--- src/rtl/lsu_bus_ctrl.sv ---
// lsu_bus_ctrl
//   Load/store unit sitting behind the control decoder. Each memory
//   instruction becomes exactly one valid/ready bus transaction. The CPU is
//   stalled until the transaction completes. Misaligned accesses are flagged
//   and never reach the bus. Transactions that stall too long are aborted
//   with bus_err.
//
// Parameters
//   TO_W     width of the REQ/WAIT timeout counter
//   TIMEOUT  cycles allowed in REQ+WAIT before abort (0 disables the timeout)
//
// Ports
//   clk, rstn            rising-edge clock, asynchronous active-low reset
//   req_valid            memory instruction present (held while stall=1)
//   req_we               1 = store, 0 = load
//   req_dmtype           000 w, 001 h, 010 hu, 011 b, 100 bu (101-111 -> w)
//   req_addr, req_wdata  byte address and store data (rs2)
//   stall                hold PC/regfile this cycle
//   rdata                extended load result
//   done                 one-cycle completion pulse (errors included)
//   misalign, bus_err    completion status, meaningful only with done
//   bus_req_valid/ready  request handshake
//   bus_we, bus_addr     request type and word-aligned address
//   bus_be, bus_wdata    byte enables and lane-replicated store data
//   bus_rsp_valid        read data strobe (only honoured in WAIT)
//   bus_rdata            read data word
module lsu_bus_ctrl #(
  parameter int unsigned TO_W    = 8,
  parameter int unsigned TIMEOUT = 200
) (
  input  logic        clk,
  input  logic        rstn,
  input  logic        req_valid,
  input  logic        req_we,
  input  logic [2:0]  req_dmtype,
  input  logic [31:0] req_addr,
  input  logic [31:0] req_wdata,
  output logic        stall,
  output logic [31:0] rdata,
  output logic        done,
  output logic        misalign,
  output logic        bus_err,
  output logic        bus_req_valid,
  input  logic        bus_req_ready,
  output logic        bus_we,
  output logic [31:0] bus_addr,
  output logic [3:0]  bus_be,
  output logic [31:0] bus_wdata,
  input  logic        bus_rsp_valid,
  input  logic [31:0] bus_rdata
);

  typedef enum logic [1:0] {
    S_IDLE,
    S_REQ,
    S_WAIT,
    S_DONE
  } state_t;

  localparam bit              TO_EN   = (TIMEOUT != 0);
  localparam logic [TO_W-1:0] TO_LAST = TO_W'(TIMEOUT - 1);

  state_t state_q, state_d;

  // Request captured in IDLE; the inputs are not looked at again until the
  // next IDLE, so a req_valid drop mid-transaction cannot abort it.
  logic [31:0]     addr_q;
  logic            we_q;
  logic [2:0]      dmtype_q;
  logic [3:0]      be_q;
  logic [31:0]     wdata_q;
  logic            mis_q;
  logic            err_q;
  logic [TO_W-1:0] cnt_q;
  logic [31:0]     rdata_q;

  // Decode of the incoming request.
  logic        in_half;
  logic        in_byte;
  logic        in_misalign;
  logic [3:0]  in_be;
  logic [31:0] in_wdata;

  always_comb begin
    in_half     = (req_dmtype == 3'b001) || (req_dmtype == 3'b010);
    in_byte     = (req_dmtype == 3'b011) || (req_dmtype == 3'b100);
    in_be       = 4'b1111;
    in_wdata    = req_wdata;
    in_misalign = 1'b0;
    if (in_byte) begin
      in_be    = 4'b0001 << req_addr[1:0];
      in_wdata = {4{req_wdata[7:0]}};
    end else if (in_half) begin
      in_be       = req_addr[1] ? 4'b1100 : 4'b0011;
      in_wdata    = {2{req_wdata[15:0]}};
      in_misalign = req_addr[0];
    end else begin
      in_misalign = |req_addr[1:0];
    end
  end

  // Little-endian lane extraction plus sign/zero extension.
  function automatic logic [31:0] load_extend(input logic [2:0]  dt,
                                              input logic [1:0]  o,
                                              input logic [31:0] w);
    logic [7:0]  b;
    logic [15:0] h;
    b = 8'(w >> {o, 3'b000});
    h = 16'(w >> {o[1], 4'b0000});
    case (dt)
      3'b001:  return {{16{h[15]}}, h};
      3'b010:  return {16'h0000, h};
      3'b011:  return {{24{b[7]}}, b};
      3'b100:  return {24'h000000, b};
      default: return w;
    endcase
  endfunction

  logic timeout_hit;
  logic rsp_take;
  logic abort;

  always_comb begin
    timeout_hit = TO_EN && (cnt_q == TO_LAST);
    rsp_take    = (state_q == S_WAIT) && bus_rsp_valid;
    // A handshake or response arriving on the last allowed cycle still wins.
    abort       = timeout_hit &&
                  (((state_q == S_REQ)  && !bus_req_ready) ||
                   ((state_q == S_WAIT) && !bus_rsp_valid));
  end

  always_ff @(posedge clk or negedge rstn) begin
    if (!rstn) begin
      state_q <= S_IDLE;
    end else begin
      state_q <= state_d;
    end
  end

  always_comb begin
    state_d       = state_q;
    stall         = req_valid && (state_q != S_DONE);
    done          = 1'b0;
    misalign      = 1'b0;
    bus_err       = 1'b0;
    bus_req_valid = 1'b0;
    bus_we        = 1'b0;
    bus_addr      = '0;
    bus_be        = '0;
    bus_wdata     = '0;
    case (state_q)
      S_IDLE: begin
        if (req_valid) begin
          state_d = in_misalign ? S_DONE : S_REQ;
        end
      end
      S_REQ: begin
        bus_req_valid = 1'b1;
        bus_we        = we_q;
        bus_addr      = {addr_q[31:2], 2'b00};
        bus_be        = be_q;
        bus_wdata     = wdata_q;
        if (bus_req_ready) begin
          state_d = we_q ? S_DONE : S_WAIT;
        end else if (abort) begin
          state_d = S_DONE;
        end
      end
      S_WAIT: begin
        if (rsp_take || abort) begin
          state_d = S_DONE;
        end
      end
      S_DONE: begin
        done     = 1'b1;
        misalign = mis_q;
        bus_err  = err_q;
        state_d  = S_IDLE;
      end
      default: state_d = S_IDLE;
    endcase
  end

  always_ff @(posedge clk or negedge rstn) begin
    if (!rstn) begin
      addr_q   <= '0;
      we_q     <= 1'b0;
      dmtype_q <= '0;
      be_q     <= '0;
      wdata_q  <= '0;
      mis_q    <= 1'b0;
      err_q    <= 1'b0;
      cnt_q    <= '0;
      rdata_q  <= '0;
    end else begin
      case (state_q)
        S_IDLE: begin
          if (req_valid) begin
            addr_q   <= req_addr;
            we_q     <= req_we;
            dmtype_q <= req_dmtype;
            be_q     <= in_be;
            wdata_q  <= in_wdata;
            mis_q    <= in_misalign;
            err_q    <= 1'b0;
            cnt_q    <= '0;
          end
        end
        S_REQ, S_WAIT: begin
          cnt_q <= cnt_q + 1'b1;
          if (rsp_take) begin
            rdata_q <= load_extend(dmtype_q, addr_q[1:0], bus_rdata);
          end else if (abort) begin
            err_q   <= 1'b1;
            rdata_q <= '0;
          end
        end
        default: ;
      endcase
    end
  end

  assign rdata = rdata_q;

endmodule

--- config.mk ---
export PLATFORM = sky130hd
export DESIGN_NAME = lsu_bus_ctrl
export DESIGN_NICKNAME = d
export VERILOG_FILES = /design/src/rtl/lsu_bus_ctrl.sv
export SDC_FILE = /design/constraint.sdc
export NUM_CORES = 1
export LEC_CHECK = 0
export ABC_AREA = 1
export CELL_PAD_IN_SITES_DETAIL_PLACEMENT = 1
export CELL_PAD_IN_SITES_GLOBAL_PLACEMENT = 1
export CORE_MARGIN = 4
export CORE_UTILIZATION = 29
export DETAILED_ROUTE_END_ITERATION = 16
export MAX_ROUTING_LAYER = met4
export PLACE_DENSITY_LB_ADDON = 0.1
export SLEW_MARGIN = 15
export SYNTH_ARGS = -nofsm -noshare
export SYNTH_HDL_FRONTEND = slang
export SYNTH_SLANG_ARGS = --single-unit
--- constraint.sdc ---
create_clock -name clk -period 1.9 [get_ports clk]
set_clock_uncertainty 0.2 [all_clocks]
set_input_delay 0.285 -clock clk [delete_from_list [all_inputs] [get_ports clk]]
set_output_delay 0.285 -clock clk [all_outputs]
set_load 0.02 [all_outputs]
; ---- Word-level counts from Yosys, hierarchy flattened
; Cells that the tools add are included.
[totals]
ff_bits = 116
out_inout_bits = 106
input_bits = 105
[op_classes]
n_addsub = 1
reduce_logical = 21
muxes = 31
eq_ne = 18
shifts = 3
[ops]
columns = cell, count
row1 = 32-bit 2-to-1 mux, 6
row2 = 32-bit case mux with 4 select lines, 1
row3 = 32-bit by 5-bit >> shifter with 16-bit output, 1
row4 = 32-bit by 5-bit >> shifter with 8-bit output, 1
row5 = 4-bit 2-to-1 mux, 4
row6 = 8-bit case mux with 2 select lines, 1
row7 = "3-bit by 2-bit == test with 1-bit output, second input constant", 4
row8 = 1-bit 2-to-1 mux, 11
row9 = 2-bit 2-to-1 mux, 5
row10 = "8-bit by 1-bit adder with 8-bit output, second input constant", 1
row11 = "8-bit == test, second input constant", 1
row12 = 8-bit 2-to-1 mux, 1
row13 = "2-bit inequality test, second input constant", 4
row14 = 2-bit case mux with 4 select lines, 1
row15 = "3-bit by 1-bit == test with 1-bit output, second input constant", 2
row16 = "3-bit == test, second input constant", 2
row17 = 2-bit AND reduction, 3
row18 = 1-bit logical AND, 5
row19 = "2-bit == test, second input constant", 2
row20 = 1-bit logical OR, 4
row21 = 4-bit AND reduction, 1
row22 = 2-bit nonzero test, 2
row23 = 2-bit OR reduction, 2
row24 = "1-bit by 2-bit << shifter with 4-bit output, first input constant", 1
row25 = other kinds (7), 8

; ---- Logic depth before layout (Yosys ltp)
[depth]
word_depth = 7
ltp_mapped = 11
depth_no_buf = 10

; ---- Worst setup path before layout
; No wires, ideal clock.
[synth_timing]
path_kind = reg2out
start = register state_q[1]
end = output bus_addr[10]
arrival_ps = 1644
setup_slack_ps = -229
stages_incl_launch_ff = 7
path_cell_list = dfrtp_1 -> inv_1 -> ha_1 -> clkbuf_1 -> clkbuf_1 -> nand2_1 -> inv_1
[synth_via]
elab_chain_cells = 2
[synth_lines]
columns = item, line
row1 = "start, declared", 63  ; state_t state_q, state_d;
row2 = "start signal, assigned", 136  ; state_q <= state_d;
row3 = 2-bit by 1-bit == test with 1-bit output, 151  ; case (state_q)
row4 = 32-bit 2-to-1 mux, 151
row5 = "end, declared", 46  ; output logic [31:0] bus_addr,
; No other way between the ends.

; ---- Worst setup path after layout
[layout_timing]
start = register state_q[1]
end = output bus_be[1]
[layout_via]
elab_chain_cells = 2
[layout_lines]
columns = item, line
row1 = 2-bit by 1-bit == test with 1-bit output, 151
row2 = 4-bit 2-to-1 mux, 151
row3 = "end, declared", 47  ; output logic [3:0] bus_be,
; No other way between the ends.

==> metrics.md <==
| Metric | Value |
|---|---|
| Final hold vios | 0 |
| DR WL/cell | roughly 16 µm |
| RSZ-0062 raised after global routing | true |
| Initial antenna violation count | 1 |
| Crit-path max FO | 6 |
| Dpl cell area | about 9100 µm² |
| Placed insts | 1,430 |
| GR Util All Layers | 0.2006 |
| Row count | between 50 and 60 |
| Min Tclk post-route | 2.114 ns |
| R2R Path End | rdata[31]$_DFFE_PN0P_ |
| # Max-Cap Violations | 0 |
| Worst Slack Setup Final | -0.2144 ns |
| Core area | 21,820 µm² |
| Fmax | between 400 and 500 MHz |
| ANT nets after route | 0 |
| CTS Buffer Depth | 2 |
| H-tree depth | 4 |
| Clk sinks | approximately 120 |
| HP Class | primary input to asynchronous set/reset pin |
| Mapped Area | ~6400 µm² |
| Initial Util | 0.2945 |
| Area grow syn2layout | 63.42% |
| Reg2Reg Depth | 11 |
| CTS tree | built |
| DRC violation total after the first TritonRoute iteration | 297 |
| Clk_lat worst skew | between 0.4 and 0.5 ns |
| TritonRoute pass-1 iters | 4 |
| Clock root cell | clkbuf_16 |
| Most common cell after layout, fill and taps aside | nand2_1 |
| Pleak | approximately 0.0059 µW |
| Synth unique cells | 31 |
| Synth Warn # | 0 |
| Final core utilization | 0.4813 |
| Tcrit/Tclk final | 1.113 |
| Slew Limit Fails | 0 |
| Failing checks | setup timing |
| Flop2flop setup slack | -0.15 ns |
| Die extent in x | approximately 160 µm |
| PD cells | around 1700 nW/µm² |
| Worst vdd ir | between 800 and 900 µV |
| Reg2Reg Launch Point | state_q[0]$_DFFE_PN0P_ |
| Status | finished, violations left |
| Worst path arrival time | between 1.5 and 2 ns |
| Post-synthesis cell count | 935 |
| Vias in the first global route | 7,109 |
| Detailed Place HPWL | roughly 16,000 µm |
| NumNets Final | 1,296 |
| #FFs+latches synth | approximately 120 |
| Vias per cell | between 4 and 5 |
| Crit start category | register |
| Post-route cell area | 10,500 µm² |
| Clock transition at path regs | approximately 0.060 ns |
| Setup TNS Final | -11.82 ns |
| Chip Height | 156.9 µm |
| Syn Area/Cell | between 6 and 7 µm² |
| Final setup vio count | around 110 |
| Most frequent cells in the layout | nand2_1, dfrtp_1, clkdlybuf4s50_1, inv_1, buf_6 |
| CTS Buf Count | 17 |
| DRC | 0 |
| GRT Residual Overflow | 0 |
| Fin cells | about 1.5k |
| CP Data Required Time | 1.41 ns |
| Crit Path Class | register to output pin |
| Vias | between 6k and 7k |
| Global-route wire length before repair | about 38,000 µm |
| Routed wire length | ~24,000 µm |
| Hold Slack | 0.09686 ns |
| Layout cells sized above 1 | 0.2204 |
| Port Buffers | 208 |
| Sequential element share of the synthesized area | 0.4516 |
| Worst Setup End Kind | output pin |
| # IOs | 211 |
| Largest net degree at the start of global routing | 51 |
| Placer Congestion | 0.8192 |
| Die Area | 24,610 µm² |
## layout make-up
class                   count  area (µm²)
well taps                 280       350.3
clock buffers              20       456.7
clock inverters            12       177.7
diodes                      1       2.502
multi-input cells         638        3057
repair buffers            273        3015
inverters                 139       541.8
fillers                  2661       11320
flip-flops and latches    116        2903
## cells in the mapped netlist (all sizes together)
| cell type | instances | area (µm²) |
|---|---|---|
| clkbuf | 19 | 71.32 |
| inv | 138 | 523.0 |
| a21oi | 42 | 210.2 |
| a21boi | 1 | 11.26 |
| clkinv | 1 | 3.750 |
| dfrtp | 116 | 2903 |
| o21ai | 52 | 264.0 |
| nor2 | 63 | 257.8 |
| conb | 1 | 3.750 |
| nand3b | 1 | 7.510 |
| nand3 | 56 | 307.8 |
| buf | 24 | 161.4 |
| o21a | 8 | 60.06 |
| ha | 6 | 75.07 |
| nor3 | 1 | 5.000 |
| nand4 | 4 | 25.02 |
| nand2 | 402 | 1538 |
## worst max-delay path, stage by stage, from the launching register on
cell	delay [ns]
dfrtp_1	0.38
inv_2	0.08
ha_4	0.22
buf_6	0.16
buf_12	0.16
nand2_4	0.05
inv_2	0.05
buf_6	0.11
## layer usage
metal | global-route usage | vias up | wire, µm
li1 | - | 3333 | -
met1 | 0.2572 | 3194 | 10840
met2 | 0.3244 | 140 | 11700
met3 | 0.04563 | 20 | 1158
met4 | 0.04669 | 0 | 251
met5 | - | - | 0
## sequential cells by signal, summed over array words and instances (netlist names)
signal	flops
addr_q	32
rdata	32
wdata_q	32
cnt_q	8
be_q	4
dmtype_q	3
state_q	2
err_q	1
mis_q	1
we_q	1
## stage by stage
step	setup WS, ns	power (µW)
CTS	-0.2841	17410
global route	-0.3101	18960
floorplan	0.008710	9146
detailed placement	-0.2712	12690
global placement	-0.2466	12550
finish	-0.2144	17640
## cells by family (layout without fill, tap and decap cells)
family | after synthesis | after routing | synth area share
adders and majority gates | 6 | 6 | 0.01168
buffers and inverters | 182 | 444 | 0.1182
AOI/OAI and AO/OA | 103 | 103 | 0.08487
and+or+nand+nor | 527 | 527 | 0.3331
other | 1 | 3 | 0.0005834
DFF | 116 | 116 | 0.4516
## power breakdown
part | leakage [µW] | internal (µW) | total [µW] | switching (µW)
sequential | 0.00143 | 3610 | 4460 | 852
clock | 0.000299 | 2260 | 3510 | 1250
combinational | 0.00422 | 4260 | 9670 | 5400
total | 0.00595 | 10100 | 17600 | 7500
## worst max path at each step
stage	start	endpoint	slack [ns]	depth (start not counted)
6_report	state_q[1]$_DFFE_PN0P_	bus_be[1]	-0.21	7
5_1_grt	state_q[1]$_DFFE_PN0P_	bus_be[0]	-0.31	7
4_1_cts	state_q[1]$_DFFE_PN0P_	bus_addr[27]	-0.28	6
3_5_place_dp	state_q[1]$_DFFE_PN0P_	bus_we	-0.27	6
3_3_place_gp	state_q[1]$_DFFE_PN0P_	bus_be[0]	-0.25	6
2_1_floorplan	state_q[0]$_DFFE_PN0P_	cnt_q[5]$_DFFE_PN0P_	0.009	10
## repair_timing
| action | 4_1_cts | 5_1_grt |
|---|---|---|
| gates resized for setup | 464 | 109 |
| endpoints found under the hold margin | 116 | 0 |
| hold buffers | 1 | 0 |
| buffers inserted | 6 | 3 |
| pin swaps | 19 | 5 |
| setup endpoints to repair | 139 | 210 |
| cloned | 6 | 2 |
Note: power is estimated with default switching activity, not from simulation.
